[config.mk]
export PLATFORM = sky130hd
export DESIGN_NAME = seq_shift_add_mult
export DESIGN_NICKNAME = d
export VERILOG_FILES = /design/src/rtl/mult_pkg.sv /design/src/rtl/mult_step.sv /design/src/rtl/seq_shift_add_mult.sv
export SDC_FILE = /design/constraint.sdc
export NUM_CORES = 1
export LEC_CHECK = 0
export ABC_AREA = 1
export CAP_MARGIN = 20
export CELL_PAD_IN_SITES_DETAIL_PLACEMENT = 0
export CELL_PAD_IN_SITES_GLOBAL_PLACEMENT = 1
export CORE_ASPECT_RATIO = 1.1
export CORE_MARGIN = 2
export CORE_UTILIZATION = 30
export CTS_CLUSTER_DIAMETER = 50
export CTS_CLUSTER_SIZE = 14
export DETAILED_ROUTE_END_ITERATION = 8
export HOLD_SLACK_MARGIN = 0.1
export PLACE_DENSITY_LB_ADDON = 0.1
export RECOVER_POWER = 50
export SYNTH_ARGS = -nofsm -noshare
export SYNTH_HDL_FRONTEND = slang
export SYNTH_HIERARCHICAL = 1
export SYNTH_SLANG_ARGS = --single-unit
[constraint.sdc]
create_clock -name clk -period 3.15 [get_ports clk]
set_input_delay 0.7875 -clock clk [delete_from_list [all_inputs] [get_ports clk]]
set_output_delay 0.7875 -clock clk [all_outputs]
set_load 0.01 [all_outputs]
[src/rtl/mult_pkg.sv]
// -----------------------------------------------------------------------------
// mult_pkg
//   Shared types and helpers for the sequential shift-add multiplier.
//   - state_t   : controller states (IDLE, BUSY, DONE)
//   - cnt_width : width of the step counter for a given operand width
// Build option: MULT_SIGNED_EN selects two's complement arithmetic
// (see mult_step); nothing in this package depends on it.
// -----------------------------------------------------------------------------
package mult_pkg;

   typedef enum logic [1:0] {
      IDLE = 2'd0,
      BUSY = 2'd1,
      DONE = 2'd2
   } state_t;

   // Step counter runs 0..width-1, so $clog2(width) bits suffice (width >= 2).
   function automatic int cnt_width(input int width);
      return $clog2(width);
   endfunction

endpackage : mult_pkg

[src/rtl/mult_step.sv]
// -----------------------------------------------------------------------------
// mult_step
//   One combinational shift-add iteration of the multiplier.
//   Ports:
//     acc_i    [2*WIDTH-1:0]  accumulator before the step
//     mcand_i  [WIDTH-1:0]    multiplicand
//     bit_i                   current multiplier bit
//     last_i                  this is step WIDTH-1 (multiplier MSB)
//     acc_o    [2*WIDTH-1:0]  accumulator after add/subtract and shift
// Build option: MULT_SIGNED_EN -> two's complement operands; the upper slice
// is sign-extended and the MSB step subtracts the multiplicand.
// -----------------------------------------------------------------------------
module mult_step #(
   parameter int WIDTH = 8
) (
   input  logic [2*WIDTH-1:0] acc_i,
   input  logic [WIDTH-1:0]   mcand_i,
   input  logic               bit_i,
   input  logic               last_i,
   output logic [2*WIDTH-1:0] acc_o
);

   logic [WIDTH:0] addend;
   logic [WIDTH:0] upper;

   // NOTE: every variable written here gets a value on every path (defaults
   // first), otherwise synthesis infers a latch.
   always_comb begin
      addend = '0;
      upper  = '0;
`ifdef MULT_SIGNED_EN
      if (bit_i) addend = {mcand_i[WIDTH-1], mcand_i};
      // The multiplier MSB carries weight -2^(WIDTH-1), hence the subtraction.
      if (last_i) upper = {acc_i[2*WIDTH-1], acc_i[2*WIDTH-1:WIDTH]} - addend;
      else        upper = {acc_i[2*WIDTH-1], acc_i[2*WIDTH-1:WIDTH]} + addend;
`else
      if (bit_i) addend = {1'b0, mcand_i};
      upper = {1'b0, acc_i[2*WIDTH-1:WIDTH]} + addend;
`endif
   end

   // Shift the (2*WIDTH+1)-bit {upper, lower} right by one; the LSB of the
   // old lower half is finished and drops out of the window.
   assign acc_o = {upper, acc_i[WIDTH-1:1]};

   // acc_i[0] is shifted out; last_i only matters for signed arithmetic.
   logic unused_ok;
   assign unused_ok = ^{acc_i[0], last_i};

endmodule : mult_step

[src/rtl/seq_shift_add_mult.sv]
// -----------------------------------------------------------------------------
// seq_shift_add_mult
//   Sequential shift-add multiplier: one partial product per clock, WIDTH
//   steps per operation, valid/ready on both sides, no overlapped issue.
//   Ports:
//     clk        clock, rising edge
//     rst_n      asynchronous active-low reset
//     in_valid   operands valid          in_ready   accepting (IDLE only)
//     inp1       multiplicand [WIDTH]    inp2       multiplier [WIDTH]
//     out_valid  product valid (DONE)    out_ready  consumer accepts
//     product    result [2*WIDTH], holds its value after the handshake
// Build option: MULT_SIGNED_EN -> two's complement operands and product.
// -----------------------------------------------------------------------------
module seq_shift_add_mult
   import mult_pkg::*;
#(
   parameter int WIDTH = 8
) (
   input  logic               clk,
   input  logic               rst_n,
   input  logic               in_valid,
   output logic               in_ready,
   input  logic [WIDTH-1:0]   inp1,
   input  logic [WIDTH-1:0]   inp2,
   output logic               out_valid,
   input  logic               out_ready,
   output logic [2*WIDTH-1:0] product
);

   localparam int CNT_W = cnt_width(WIDTH);
   localparam logic [CNT_W-1:0] LAST_STEP = CNT_W'(WIDTH - 1);

   state_t             state_q, state_d;
   logic [WIDTH-1:0]   mcand_q, mcand_d;
   logic [WIDTH-1:0]   mplier_q, mplier_d;
   logic [2*WIDTH-1:0] acc_q, acc_d;
   logic [2*WIDTH-1:0] product_q, product_d;
   logic [CNT_W-1:0]   cnt_q, cnt_d;

   logic               last_step;
   logic [2*WIDTH-1:0] step_acc;

   assign last_step = (cnt_q == LAST_STEP);

   mult_step #(.WIDTH(WIDTH)) u_step (
      .acc_i   (acc_q),
      .mcand_i (mcand_q),
      .bit_i   (mplier_q[cnt_q]),
      .last_i  (last_step),
      .acc_o   (step_acc)
   );

   // ---- FSM: state register -------------------------------------------------
   // NOTE: sequential state uses non-blocking assignments so every flop
   // samples the pre-edge values, independent of statement order.
   always_ff @(posedge clk or negedge rst_n) begin
      if (!rst_n) state_q <= IDLE;
      else        state_q <= state_d;
   end

   // ---- FSM: next state -----------------------------------------------------
   always_comb begin
      state_d = state_q;
      unique case (state_q)
         IDLE:    if (in_valid)  state_d = BUSY;
         BUSY:    if (last_step) state_d = DONE;
         DONE:    if (out_ready) state_d = IDLE;
         default: state_d = IDLE;
      endcase
   end

   // ---- FSM: outputs --------------------------------------------------------
   always_comb begin
      in_ready  = (state_q == IDLE);
      out_valid = (state_q == DONE);
   end

   assign product = product_q;

   // ---- Datapath next state -------------------------------------------------
   always_comb begin
      mcand_d   = mcand_q;
      mplier_d  = mplier_q;
      acc_d     = acc_q;
      cnt_d     = cnt_q;
      product_d = product_q;
      unique case (state_q)
         IDLE: begin
            if (in_valid) begin
               mcand_d  = inp1;
               mplier_d = inp2;
               acc_d    = '0;
               cnt_d    = '0;
            end
         end
         BUSY: begin
            acc_d = step_acc;
            cnt_d = cnt_q + CNT_W'(1);
            // Product gets its own register so it survives the next accept.
            if (last_step) product_d = step_acc;
         end
         default: ;
      endcase
   end

   always_ff @(posedge clk or negedge rst_n) begin
      if (!rst_n) begin
         mcand_q   <= '0;
         mplier_q  <= '0;
         acc_q     <= '0;
         cnt_q     <= '0;
         product_q <= '0;
      end else begin
         mcand_q   <= mcand_d;
         mplier_q  <= mplier_d;
         acc_q     <= acc_d;
         cnt_q     <= cnt_d;
         product_q <= product_d;
      end
   end

endmodule : seq_shift_add_mult

== Word-level counts from Yosys, hierarchy flattened ==
Cells that the tools add are included.
Widths: inputs -> output; s select.

* Flip-flop bits (word level): 53
* Input bits: 20
* Output and inout bits: 18
* Logic and storage cells: 32

* Add/subtract/negate cells: 2
* Magnitude comparators: 1
* Eq/ne operators: 6
* Mux-type cells: 11
* Reduce and logical (&&, ||, !) cells: 6

{| class="wikitable"
|+ Operators by type and width
! cell !! count
|-
| $pmux 16 s2 || 1
|-
| $mux 16 || 1
|-
| $add 8x8->9 || 1
|-
| $mux 8 || 1
|-
| $mux 2 || 3
|-
| $pmux 2 s3 || 1
|-
| $pmux 3 s2 || 1
|-
| $reduce_and 2->1 || 3
|-
| $lt 3x4->1 const B || 1
|-
| $ne 2x2->1 const B || 2
|-
| $add 3x1->3 const B || 1
|-
| $bmux 1 s3 || 1
|-
| $eq 3x3->1 const B || 1
|-
| $mux 3 || 1
|-
| $reduce_and 3->1 || 1
|-
| $eq 2x1->1 const B || 1
|-
| $eq 2x2->1 const B || 1
|-
| $logic_not 2->1 || 1
|-
| $ne 2x1->1 const B || 1
|-
| $reduce_bool 2->1 || 1
|-
| $mux 1 || 1
|}

== Depth between registers and ports, before layout ==
Gate-level depths: netlist (run 1).

* Depth after elaboration: 5
* Gate-level depth with buffers: 19
* Depth with buffers taken out: 18

== Hierarchy ==
Netlist (run 1), hierarchy kept.

{| class="wikitable"
|+ By module, submodules not included
! module !! instances !! cells an instance !! area each (sq um) !! seq. area each (sq um)
|-
| seq_shift_add_mult || 1 || 230 || 2309.7 || 1326.3
|-
| mult_step || 1 || 83 || 493.0 || 0.0
|}

== Least setup slack after synthesis (run 1) ==
Ideal clock, no wire load.

* Path kind: reg2reg
* Start point: register cnt_q[0]
* End point: register acc_q[15]
* Library setup time: 126 ps
* Arrival: 2152 ps
* Required time: 3024 ps
* Slack: 872 ps
* Stages on the path, launching flop included: 20
* Path buffers: 1
* Clock period less this slack: 2278 ps
* Path through: dfrtp_1 > inv_1 > nand2_1 > nand3_1 > nand2_1 > nand2_1 > nand2_1 > clkbuf_1 > nand2_1 > inv_1 > ha_1 > fa_1 > nand2_1 > nand2_1 > nand3b_4 > nand2_1 > nand2_1 > nand2_1 > inv_1 > o21ai_0

* Word-level cells in the longest chain between the ends: 5

{| class="wikitable"
|+ RTL lines
! item !! line !! RTL
|-
| start: declaration || seq_shift_add_mult.sv:38 || <nowiki>logic [CNT_W-1:0] cnt_q, cnt_d;</nowiki>
|-
| start signal: assignment || seq_shift_add_mult.sv:117 || <nowiki>cnt_q <= cnt_d;</nowiki>
|-
| $bmux 1 s3 || seq_shift_add_mult.sv:48 || <nowiki>.bit_i (mplier_q[cnt_q]),</nowiki>
|-
| $mux 1 (not written as such) || seq_shift_add_mult.sv:48 ||
|-
| $mux 8 || mult_step.sv:37 || <nowiki>if (bit_i) addend = {1'b0, mcand_i};</nowiki>
|-
| $add 8x8->9 || mult_step.sv:38 || <nowiki>upper = {1'b0, acc_i[2*WIDTH-1:WIDTH]} + addend;</nowiki>
|-
| via step_acc[15] || seq_shift_add_mult.sv:41 || <nowiki>logic [2*WIDTH-1:0] step_acc;</nowiki>
|-
| $pmux 16 s2 || seq_shift_add_mult.sv:87 || <nowiki>unique case (state_q)</nowiki>
|-
| end signal: assignment || seq_shift_add_mult.sv:110 || <nowiki>acc_q <= '0;</nowiki>
|-
| end signal: assignment || seq_shift_add_mult.sv:116 || <nowiki>acc_q <= acc_d;</nowiki>
|-
| end: declaration || seq_shift_add_mult.sv:36 || <nowiki>logic [2*WIDTH-1:0] acc_q, acc_d;</nowiki>
|}

The timed path passes the listed nets, and every way through them passes these cells. The select of a mux whose other input is x is not followed.
A chain may end at the register's enable or synchronous reset.

== Worst setup path in the final report (run 1) ==
Ends and elaborated chain as after synthesis.

==> Flow_metrics.wiki, run 1 <==
{| class="wikitable"
! Metric !! Value
|-
| Post-synthesis instance total || between 300 and 400
|-
| Wire length of the first global-routing pass || 9.00 mm
|-
| Resize count post-CTS || 0
|-
| Run status || finished, violations left
|-
| Starting Density || 0.310
|-
| Post-route fraction of the period consumed by the critical path || 0.785
|-
| Row cnt || 36
|-
| Via count of the first global-routing pass || 1,895
|-
| Maximum level of the CTS H-tree || 2
|-
| Post-route ant nets || 0
|-
| Setup Skew || between 7 and 8 ps
|-
| Fraction of final layout cells sized beyond drive strength 1 || 0.142
|-
| Power density over the cells || 1000 nW/µm²
|-
| Peak per-stage delay on the critical path || 440 ps
|-
| CTS tree || yes
|-
| DRT Wirelength || just over 5 mm
|-
| Net count of the finished layout || between 300 and 400
|-
| Count of input and output buffers || 37
|-
| Total clock buffers created by CTS || 5
|-
| Core Region || between 8000 and 9000 µm²
|-
| Cell Area, Synth || between 2000 and 3000 µm²
|-
| Worst path most repeated cell || nand2_1
|-
| Worst Setup Start Kind || flip-flop
|-
| Layout fillers || ~950
|-
| Arrival time at the worst endpoint || between 2000 and 3000 ps
|-
| HPWL reported at the end of detailed placement || ~3.7 mm
|-
| Latest clock arrival within the worst-skew pair || 310 ps
|-
| Total of max-cap violations || 1
|-
| Transition time of the tightest slew-check pin || roughly 1600 ps
|-
| Die Footprint || roughly 10,000 µm²
|-
| Largest voltage drop on the vdd net || 298 µV
|-
| Count of endpoints failing setup in the final report || 0
|-
| Critical path's slowest cell || dfrtp_1
|-
| Antenna violations before repair || 0
|-
| Vias post-DR || approximately 1.9k
|-
| Layout Area Growth over Synthesis || 15.7%
|-
| Routed length per instance || approximately 11 µm
|-
| Clock Sinks || 52
|-
| Shortest clock period the worst path allows after layout || approximately 2500 ps
|-
| Data required time of the critical path || roughly 3300 ps
|-
| Synthesized Nets || ~340
|-
| Max Slew Vio Count || 31
|-
| Number of vias per cell || between 4 and 5
|-
| Vertical die dimension || approximately 100 µm
|-
| Mean instance size in the synthesized netlist || 8.93 µm²
|-
| Upper clock frequency limit || about 400 MHz
|-
| Setup repair after global routing missed its margin || no
|-
| Top-Level Pins || 38
|-
| Count of inserted antenna diode cells || 0
|-
| Chain of cells forming the critical path || inv_1 -> nand2_1 -> nand3_1 -> nand2_1 -> nand2_1 -> nand2_1 -> nand2_1 -> inv_1 -> ha_1 -> fa_1 -> nand2_1 -> nand2_1 -> nand3b_4 -> nand2_1 -> nand2_1 -> nand2_1 -> inv_1 -> o21ai_0
|-
| Routability congestion estimate from global placement || around 0.81
|-
| Pre-antenna DRT Iters || 4
|-
| Initial detailed-routing violation count || between 80 and 90
|-
| Hold crit path type || reg2reg
|-
| Worst-path fanout max || 8
|-
| GRT Overall Usage || 0.112
|-
| Type of the setup path with the least slack || reg2reg
|-
| Width of the chip || between 90 and 100 µm
|-
| Endpoints failing hold || 0
|-
| Total power after layout || 3.21 mW
|-
| Leakage dissipation || between 1.5 and 2 nW
|-
| CTS clk-pin slew, worst paths || roughly 100 ps
|-
| DRC violations left || 0
|-
| Gr ovfl total || 0
|-
| Clock root buffer || clkbuf_8
|-
| Maximum buffer depth of the clock tree || 2
|-
| Pin count of the biggest net entering global routing || 42
|-
| Kind of end point of the critical path || flip-flop
|-
| Setup repair bufs after CTS || 0
|-
| Post-CTS Hold Buffers || 0
|-
| Met1 routed wirelength after detailed routing || about 2.7 mm
|-
| Worst rel slew slack || -0.0645
|-
| YS warnings || 6
|-
| Met3 wire len || around 220 µm
|-
| Topmost layer with routed signal wires || met4
|-
| Violations in the final reports || capacitance limit, slew limit
|-
| Setup TNS || 0 ps
|-
| Routed wl met2 || about 2.3 mm
|}
==> layout by cell type, fill, tap and decap left out <==
cell,n
nand2_2,4
o21ai_1,14
nand2_4,1
nand3b_4,1
or2_4,2
clkinvlp_4,1
clkdlybuf4s50_1,36
nor2_4,1
o21ai_0,11
bufinv_16,1
ha_1,10
nand2_1,80
clkinv_2,1
xor2_1,1
inv_2,1
a21oi_1,3
inv_1,43
nor2_2,8
nand3_2,3
nor2_1,4
inv_4,1
fa_1,1
xnor2_1,2
clkbuf_8,5
a21oi_2,8
clkbuf_1,3
o21ai_2,10
nand3_1,28
dfrtp_1,52
nand3b_1,1
o31ai_1,1
==> layer usage <==
| layer | GRT usage | up-vias |
|---|---|---|
| li1 | - | 1026 |
| met1 | 0.159 | 862 |
| met2 | 0.174 | 38 |
| met3 | 0.0252 | 3 |
| met4 | 0.0245 | 0 |
| met5 | 0 | - |
==> layout make-up <==
type	instances	area (µm²)	area share
repair buffers	39	372	0.116
multi-input cells	194	1100	0.345
well taps	114	143	0.0445
flip-flops and latches	52	1300	0.406
clock inverters	3	42.5	0.0133
inverters	45	171	0.0535
clock buffers	5	68.8	0.0215
==> worst max-delay path, delay by kind of cell, from the launching register on <==
family | cells | cell delay [ps]
buffers and inverters | 3 | 260
adder cells (fa/ha/maj) | 2 | 590
AO/OA/AOI/OAI | 1 | 90
flip-flops | 1 | 440
AND/OR/NAND/NOR | 12 | 960
==> through the flow <==
| step | hold slack (ps) | util | setup slack [ps] | area [µm²] | std cells |
|---|---|---|---|---|---|
| 6_report | 478 | 0.359 | 679 | 3200 | 452 |
| 5_1_grt | 498 | 0.359 | 337 | 3200 | 452 |
| 4_1_cts | 486 | 0.364 | 649 | 3250 | 452 |
| 3_5_place_dp | 461 | 0.352 | 680 | 3140 | 444 |
| 3_3_place_gp | 455 | 0.352 | 706 | 3140 | 444 |
| 2_1_floorplan | 442 | - | 872 | 2770 | 310 |
==> where the power goes <==
part	switching, mW	total (mW)	internal [mW]
Combinational	0.959	1.63	0.674
Sequential	0.159	1.11	0.954
Clock	0.225	0.461	0.235
==> state kept, by name (all words and copies together) (netlist names) <==
| name | cells |
|---|---|
| product | 16 |
| mcand_q | 8 |
| state_q | 2 |
| cnt_q | 3 |
| acc_q | 15 |
| mplier_q | 8 |
==> path summary, 6_finish.rpt <==
kind | from | to | slack (ps) | cells after the start
hold / removal | mcand_q[7] | mcand_q[7] | 480 | 2
setup / recovery | cnt_q[0] | acc_q[15] | 680 | 18
setup reg to reg | cnt_q[0] | acc_q[15] | 680 | 18
hold reg to reg | mcand_q[7] | mcand_q[7] | 480 | 2
min in group asynchronous | rst_n | product[3] | 870 | 1
max in group asynchronous | rst_n | acc_q[12] | 980 | 2
Note: power is estimated with default switching activity, not from simulation.
==> inputs of run 2 (changes only) <==
==> constraint.sdc (replaced) <==
create_clock -name clk -period 2.6 [get_ports clk]
set_input_delay 0.65 -clock clk [delete_from_list [all_inputs] [get_ports clk]]
set_output_delay 0.65 -clock clk [all_outputs]
set_load 0.01 [all_outputs]
==> run 2 against run 1 <==
The run now ends clean. Core utilization up 0.55 points. Power up 24%. Final cell count up 0.88%. Flip-flop and latch count unchanged. Clock-buffer cell count unchanged. Clock skew up 0.69 ps. Sequential power up 22%. Global-route usage up 0.13 points. Critical path depth unchanged. Fmax up 8.4%. Largest power group unchanged.
==> Flow_metrics.wiki, run 2 (synthesis gave the netlist of run 1 again) <==
{| class="wikitable"
! Metric !! Value
|-
| Met1 routed wirelength after detailed routing || 2.74 mm (+3.2%)
|-
| Topmost layer with routed signal wires || met4
|-
| Leakage dissipation || 1.62 nW (+1.7%)
|-
| Routability congestion estimate from global placement || 0.809 (+0.43%)
|-
| Via count of the first global-routing pass || 1,910 (+0.79%)
|-
| Transition time of the tightest slew-check pin || 1350 ps (-245 ps)
|-
| Fraction of power consumed by sequential logic || 0.340 (-0.007)
|-
| Initial detailed-routing violation count || 58 (-28%)
|-
| Setup TNS || 0 ps (unchanged)
|-
| Post-route ant nets || 0 (unchanged)
|-
| Vias post-DR || 1,938 (+0.47%)
|-
| Count of endpoints failing setup in the final report || 0 (unchanged)
|-
| Arrival time at the worst endpoint || 2460 ps (-180 ps)
|-
| Post-route fraction of the period consumed by the critical path || 0.877 (+0.0922)
|-
| Core Region || 8920 µm² (unchanged)
|-
| Maximum level of the CTS H-tree || 2 (unchanged)
|-
| Latest clock arrival within the worst-skew pair || 300 ps (about the same)
|-
| Top-Level Pins || 38 (unchanged)
|-
| Die Footprint || 10,000 µm² (unchanged)
|-
| Clock Sinks || 52 (unchanged)
|-
| Pin count of the biggest net entering global routing || 34 (-19%)
|-
| Maximum buffer depth of the clock tree || 2 (unchanged)
|-
| Most used cells in the layout excluding fill and tap cells || nand2_1, dfrtp_1, inv_1, clkdlybuf4s50_1, nand3_1
|-
| Width of the chip || 95.6 µm (unchanged)
|-
| Count of input and output buffers || 37 (unchanged)
|-
| Routed length per instance || 11.5 µm (+0.93%)
|-
| DRC violations left || 0 (unchanged)
|-
| HPWL reported at the end of detailed placement || 3.89 mm (+5.3%)
|-
| Combinational share of power || 0.517 (+0.008)
|-
| Antenna violations before repair || 0 (unchanged)
|-
| Largest register FFs || 16 (unchanged)
|-
| Net count of the finished layout || 372 (+1.1%)
|-
| Worst setup timing slack at the placement stage || 258 ps (-421 ps)
|-
| Kind of end point of the critical path || flip-flop
|-
| Row cnt || 36 (unchanged)
|-
| Pre-antenna DRT Iters || 4 (unchanged)
|-
| CTS clk-pin slew, worst paths || 100 ps (about the same)
|-
| Data required time of the critical path || 2780 ps (-540 ps)
|-
| Clock root buffer || clkbuf_8
|-
| Fraction of final layout cells sized beyond drive strength 1 || 0.161 (+0.0188)
|-
| Most common library cell in the layout ignoring fill and taps || nand2_1
|-
| Gr ovfl total || 0 (unchanged)
|-
| Cell-internal power || 2.31 mW (+24%)
|-
| Start point of the worst min-delay path || mcand_q[0]
|-
| WHS Endpoint || mcand_q[0]
|-
| Starting Density || 0.310 (unchanged)
|-
| Switching component of the power || 1.67 mW (+24%)
|-
| Fraction of power spent switching nets || 0.420 (+0.00134)
|-
| Upper clock frequency limit || 439 MHz (+8.4%)
|-
| Hold crit path type || reg2reg
|-
| Register-to-register setup slack || 320 ps (-360 ps)
|-
| Total clock buffers created by CTS || 5 (unchanged)
|-
| Shortest clock period the worst path allows after layout || 2280 ps (-192 ps)
|-
| Routed wl met2 || 2.23 mm (-1.3%)
|-
| Vertical die dimension || 105 µm (unchanged)
|-
| Layout Area Growth over Synthesis || 17.5%
|-
| DRT Wirelength || 5.26 mm (+1.8%)
|-
| Critical register-to-register path endpoint || acc_q[15]
|-
| Wire length of the first global-routing pass || 8.95 mm (-0.61%)
|-
| Type of the setup path with the least slack || reg2reg
|-
| Endpoints failing hold || 0 (unchanged)
|-
| Run status || completed
|-
| Worst-path fanout max || 6 (-2)
|-
| Setup Skew || 8.00 ps (+0.694 ps)
|-
| Max Slew Vio Count || 0 (-100%)
|-
| Largest voltage drop on the vdd net || 367 µV (+23%)
|-
| CTS tree || yes
|-
| GRT Overall Usage || 0.114 (+0.00132)
|-
| Met3 wire len || 198 µm (-11%)
|-
| Number of vias per cell || 4.25 (-0.41%)
|-
| Total of max-cap violations || 0 (-1)
|-
| Worst rel slew slack || 0.0990 (+0.163)
|-
| Total power after layout || 3.98 mW (+24%)
|-
| Worst-case reg-to-reg path depth || 18 (unchanged)
|-
| Clk pwr share || 0.143 (about the same)
|-
| Setup slack of the critical path after layout || 320 ps (-358 ps)
|-
| Post-CTS Hold Buffers || 0 (unchanged)
|-
| Worst Setup Start Kind || flip-flop
|-
| Setup repair after global routing missed its margin || no
|-
| WHS Path Cells || 2 (unchanged)
|-
| Count of inserted antenna diode cells || 0 (unchanged)
|-
| Startpoint of the most critical register-to-register path || cnt_q[0]
|-
| Power density over the cells || 1220 nW/µm² (+22%)
|}
-- run 2: how the worst max path moves through the flow --
stage,from,endpoint,slack (ps),cells after the start
global placement,cnt_q[0],acc_q[15],300,18
CTS,cnt_q[0],acc_q[15],230,18
detailed placement,cnt_q[0],acc_q[15],260,18
finish,cnt_q[0],acc_q[15],320,18
global route,cnt_q[0],acc_q[15],20,18
floorplan,cnt_q[0],acc_q[15],320,19
-- run 2: stage by stage --
| step | utilization | hold WS [ps] | cells | cell area (µm²) |
|---|---|---|---|---|
| 2_1_floorplan | - | 354 | 310 | 2770 |
| 3_5_place_dp | 0.355 | 464 | 448 | 3170 |
| 5_1_grt | 0.365 | 509 | 456 | 3250 |
| 3_3_place_gp | 0.355 | 460 | 448 | 3170 |
| 6_report | 0.365 | 485 | 456 | 3250 |
| 4_1_cts | 0.368 | 336 | 456 | 3280 |
-- run 2: area by class of cell --
| cell class | count | area (µm²) |
|---|---|---|
| timing repair buffer | 43 | 402 |
| clock buffer | 5 | 68.8 |
| inverter | 45 | 171 |
| clock inverter | 3 | 46.3 |
| fill | 971 | 5670 |
| sequential | 52 | 1300 |
| multi-input combinational | 194 | 1120 |
| tap | 114 | 143 |
-- run 2: critical path, cell delays in order (launching register included) --
cell and delay (ps):
dfrtp_1 450, inv_2 110, nand2_1 50, nand3_1 60, nand2_1 50, nand2_1 50, nand2_1 60, nand2_1 60
inv_1 40, ha_1 190, fa_1 400, nand2_1 90, nand2_1 100, nand3b_4 90, nand2_1 60, nand2_1 60
nand2_1 50, inv_1 80, o21ai_0 90
-- run 2: power by group through the flow --
stage / combinational (mW) / sequential (mW) / clock [mW]
6_report: 2.06 / 1.35 / 0.570
2_1_floorplan: 1.57 / 1.38 / 0
3_3_place_gp: 2.11 / 1.37 / 0
3_5_place_dp: 2.12 / 1.37 / 0
4_1_cts: 2.13 / 1.35 / 0.612
5_1_grt: 2.37 / 1.40 / 0.631
-- run 2: what timing repair did --
action	4_1_cts	5_1_grt
resized for setup	0	1
setup endpoints to repair	0	1
setup buffers	0	0
endpoints found under the hold margin	0	0
-- run 2: per-layer routing --
layer / up-vias / track usage
li1: 1030 / -
met2: 35 / 0.170
met1: 867 / 0.161
met5: - / 0
met3: 6 / 0.0260
met4: 0 / 0.0367
==> inputs of run 3 (changes only) <==
--- a/config.mk
+++ b/config.mk
@@ -17,7 +17,7 @@
 export DETAILED_ROUTE_END_ITERATION = 8
 export HOLD_SLACK_MARGIN = 0.1
 export PLACE_DENSITY_LB_ADDON = 0.1
-export RECOVER_POWER = 50
+export RECOVER_POWER = 25
 export SYNTH_ARGS = -nofsm -noshare
 export SYNTH_HDL_FRONTEND = slang
 export SYNTH_HIERARCHICAL = 1
==> run 3 against run 2 <==
Power grew 0.38%. Clock power is essentially flat. Sequential power is essentially flat. Clock-buffer cell count is the same. Sequential share of layout area shrank 0.29 points. Register-to-register slack is essentially flat. Routed wire length shrank 0.57%. Die area is the same. Worst setup slack is essentially flat. Fmax is essentially flat. Final cell count is the same. Largest cell class unchanged. Largest power group unchanged.
==> Flow_metrics.wiki, run 3 (synthesis gave the netlist of run 1 again) <==
{| class="wikitable"
! Metric !! Value
|-
| Antenna violations before repair || 0 (unchanged)
|-
| Clock root buffer || clkbuf_8
|-
| Kind of end point of the critical path || flip-flop
|-
| Post-CTS Hold Buffers || 0 (unchanged)
|-
| Width of the chip || 95.6 µm (unchanged)
|-
| DRT Wirelength || 5.23 mm (-0.57%)
|-
| Clock Sinks || 52 (unchanged)
|-
| Endpoints failing hold || 0 (unchanged)
|-
| Via count of the first global-routing pass || 1,910 (unchanged)
|-
| WHS Endpoint || mcand_q[0]
|-
| Setup Skew || 7.87 ps (-0.136 ps)
|-
| Die Footprint || 10,000 µm² (unchanged)
|-
| Data required time of the critical path || 2780 ps (about the same)
|-
| DRC violations left || 0 (unchanged)
|-
| Layout fillers || 968 (-0.31%)
|-
| Combinational share of power || 0.519 (+0.002)
|-
| Net count of the finished layout || 372 (unchanged)
|-
| Finished Core Util || 0.367 (+0.00267)
|-
| Layout Area Growth over Synthesis || 18.4%
|-
| Total power after layout || 3.99 mW (+0.38%)
|-
| Wire length of the first global-routing pass || 8.95 mm (unchanged)
|-
| CTS tree || yes
|-
| WHS Path Cells || 2 (unchanged)
|-
| Setup repair after global routing missed its margin || no
|-
| Switching component of the power || 1.68 mW (+0.51%)
|-
| Gr busiest metal || met2
|-
| Register-to-register setup slack || 320 ps (about the same)
|-
| Vertical die dimension || 105 µm (unchanged)
|-
| GRT Overall Usage || 0.114 (unchanged)
|-
| Fraction of power consumed by sequential logic || 0.338 (-0.002)
|-
| Clk pwr share || 0.143 (about the same)
|-
| Shortest clock period the worst path allows after layout || 2280 ps (-0.238 ps)
|-
| Core Region || 8920 µm² (unchanged)
|-
| CTS clk-pin slew, worst paths || 100 ps (about the same)
|-
| Total clock buffers created by CTS || 5 (unchanged)
|-
| Row cnt || 36 (unchanged)
|-
| Routability congestion estimate from global placement || 0.809 (unchanged)
|-
| Power density over the cells || 1220 nW/µm² (-0.35%)
|-
| Post-route ant nets || 0 (unchanged)
|-
| Pre-antenna DRT Iters || 4 (unchanged)
|-
| Worst rel slew slack || 0.0982 (-0.000752)
|-
| Latest clock arrival within the worst-skew pair || 300 ps (about the same)
|-
| Initial detailed-routing violation count || 60 (+3.4%)
|-
| Max Slew Vio Count || 0 (unchanged)
|-
| Maximum level of the CTS H-tree || 2 (unchanged)
|-
| Vias post-DR || 1,937 (-0.052%)
|-
| Run status || completed
|-
| GRT met3 Usage || 0.0260 (unchanged)
|-
| Routed length per instance || 11.5 µm (-0.57%)
|-
| Post-route fraction of the period consumed by the critical path || 0.877 (about the same)
|-
| Pin count of the biggest net entering global routing || 34 (unchanged)
|-
| Cell-internal power || 2.31 mW (+0.28%)
|-
| Count of endpoints failing setup in the final report || 0 (unchanged)
|-
| Transition time of the tightest slew-check pin || 1350 ps (+1.13 ps)
|-
| Starting Density || 0.310 (unchanged)
|-
| Worst Setup Start Kind || flip-flop
|-
| Hold_ws || 485 ps (+0.0140 ps)
|-
| Fraction of power spent switching nets || 0.421 (+0.000557)
|-
| Total of max-cap violations || 0 (unchanged)
|-
| Most common library cell in the layout ignoring fill and taps || nand2_1
|-
| Top-Level Pins || 38 (unchanged)
|-
| Largest register FFs || 16 (unchanged)
|-
| Count of inserted antenna diode cells || 0 (unchanged)
|-
| Upper clock frequency limit || 439 MHz (about the same)
|-
| Global-route met2 utilization || 0.170 (unchanged)
|-
| Gr ovfl total || 0 (unchanged)
|-
| Largest voltage drop on the vdd net || 367 µV (about the same)
|-
| Critical register-to-register path endpoint || acc_q[15]
|-
| Hold crit path type || reg2reg
|-
| HPWL reported at the end of detailed placement || 3.89 mm (unchanged)
|-
| Global routing usage on met1 || 0.161 (unchanged)
|-
| Number of vias per cell || 4.25 (about the same)
|-
| Worst-case reg-to-reg path depth || 18 (unchanged)
|-
| Maximum buffer depth of the clock tree || 2 (unchanged)
|-
| Worst-path fanout max || 6 (unchanged)
|-
| Type of the setup path with the least slack || reg2reg
|-
| Most used cells in the layout excluding fill and tap cells || nand2_1, dfrtp_1, inv_1, clkdlybuf4s50_1, nand3_1
|-
| Startpoint of the most critical register-to-register path || cnt_q[0]
|-
| Fraction of final layout cells sized beyond drive strength 1 || 0.178 (+0.0175)
|-
| Arrival time at the worst endpoint || 2460 ps (about the same)
|-
| Start point of the worst min-delay path || mcand_q[0]
|-
| Leakage dissipation || 1.63 nW (+0.66%)
|-
| Count of input and output buffers || 37 (unchanged)
|-
| Setup TNS || 0 ps (unchanged)
|}
[run 3: cell count changes in the layout (fill, tap and decap cells not counted), sizes merged]
cell and change:
dlygate4sd3 -1, buf +1, clkbuf -1, clkdlybuf4s50 +1
[run 3: area by class of cell]
cell class,count,area (µm²),share of cell area
Tap cell,114,143,0.0435
Multi-Input combinational cell,194,1140,0.348
Inverter,45,171,0.0523
Clock buffer,5,68.8,0.0210
Sequential cell,52,1300,0.397
Clock inverter,3,46.3,0.0141
Timing Repair Buffer,43,405,0.124
[run 3: metrics by stage]
| stage | cells | setup slack (ps) | instance area, µm² |
|---|---|---|---|
| floorplan | 310 | 322 | 2770 |
| global placement | 448 | 304 | 3170 |
| detailed placement | 448 | 258 | 3170 |
| CTS | 456 | 233 | 3280 |
| global route | 456 | 21.4 | 3280 |
| finish | 456 | 320 | 3280 |
[run 3: layer usage]
metal	vias up	part of all wire
met2	35	0.43
met1	865	0.52
met3	6	0.038
met5	-	0
met4	0	0.017
li1	1031	-
[run 3: worst max path at each step]
| stage | cells past startpoint | startpoint | to | slack, ps |
|---|---|---|---|---|
| after floorplan | 19 | cnt_q[0] | acc_q[15] | 320 |
| after global placement | 18 | cnt_q[0] | acc_q[15] | 300 |
| after detailed placement | 18 | cnt_q[0] | acc_q[15] | 260 |
| after CTS | 18 | cnt_q[0] | acc_q[15] | 230 |
| after global routing | 18 | cnt_q[0] | acc_q[15] | 20 |
| final | 18 | cnt_q[0] | acc_q[15] | 320 |
[run 3: critical path: stages, from the launching register on]
cell and delay [ps]:
dfrtp_1 450, inv_2 110, nand2_1 50, nand3_1 60, nand2_1 50, nand2_1 50
nand2_1 60, nand2_1 60, inv_1 40, ha_1 190, fa_1 400, nand2_1 90
nand2_1 100, nand3b_4 90, nand2_1 60, nand2_1 60, nand2_1 50, inv_1 80
o21ai_0 90
[run 3: repair_timing]
action                     4_1_cts  5_1_grt
setup endpoints to repair        0        1
gates resized for setup          0        1
buffers inserted                 0        0
[run 3: power groups by stage]
stage          clock [mW]  combinational [mW]  sequential (mW)
6_report            0.570                2.07             1.35
5_1_grt             0.631                2.38             1.40
4_1_cts             0.612                2.13             1.35
3_5_place_dp            0                2.12             1.37
3_3_place_gp            0                2.11             1.37
2_1_floorplan           0                1.57             1.38
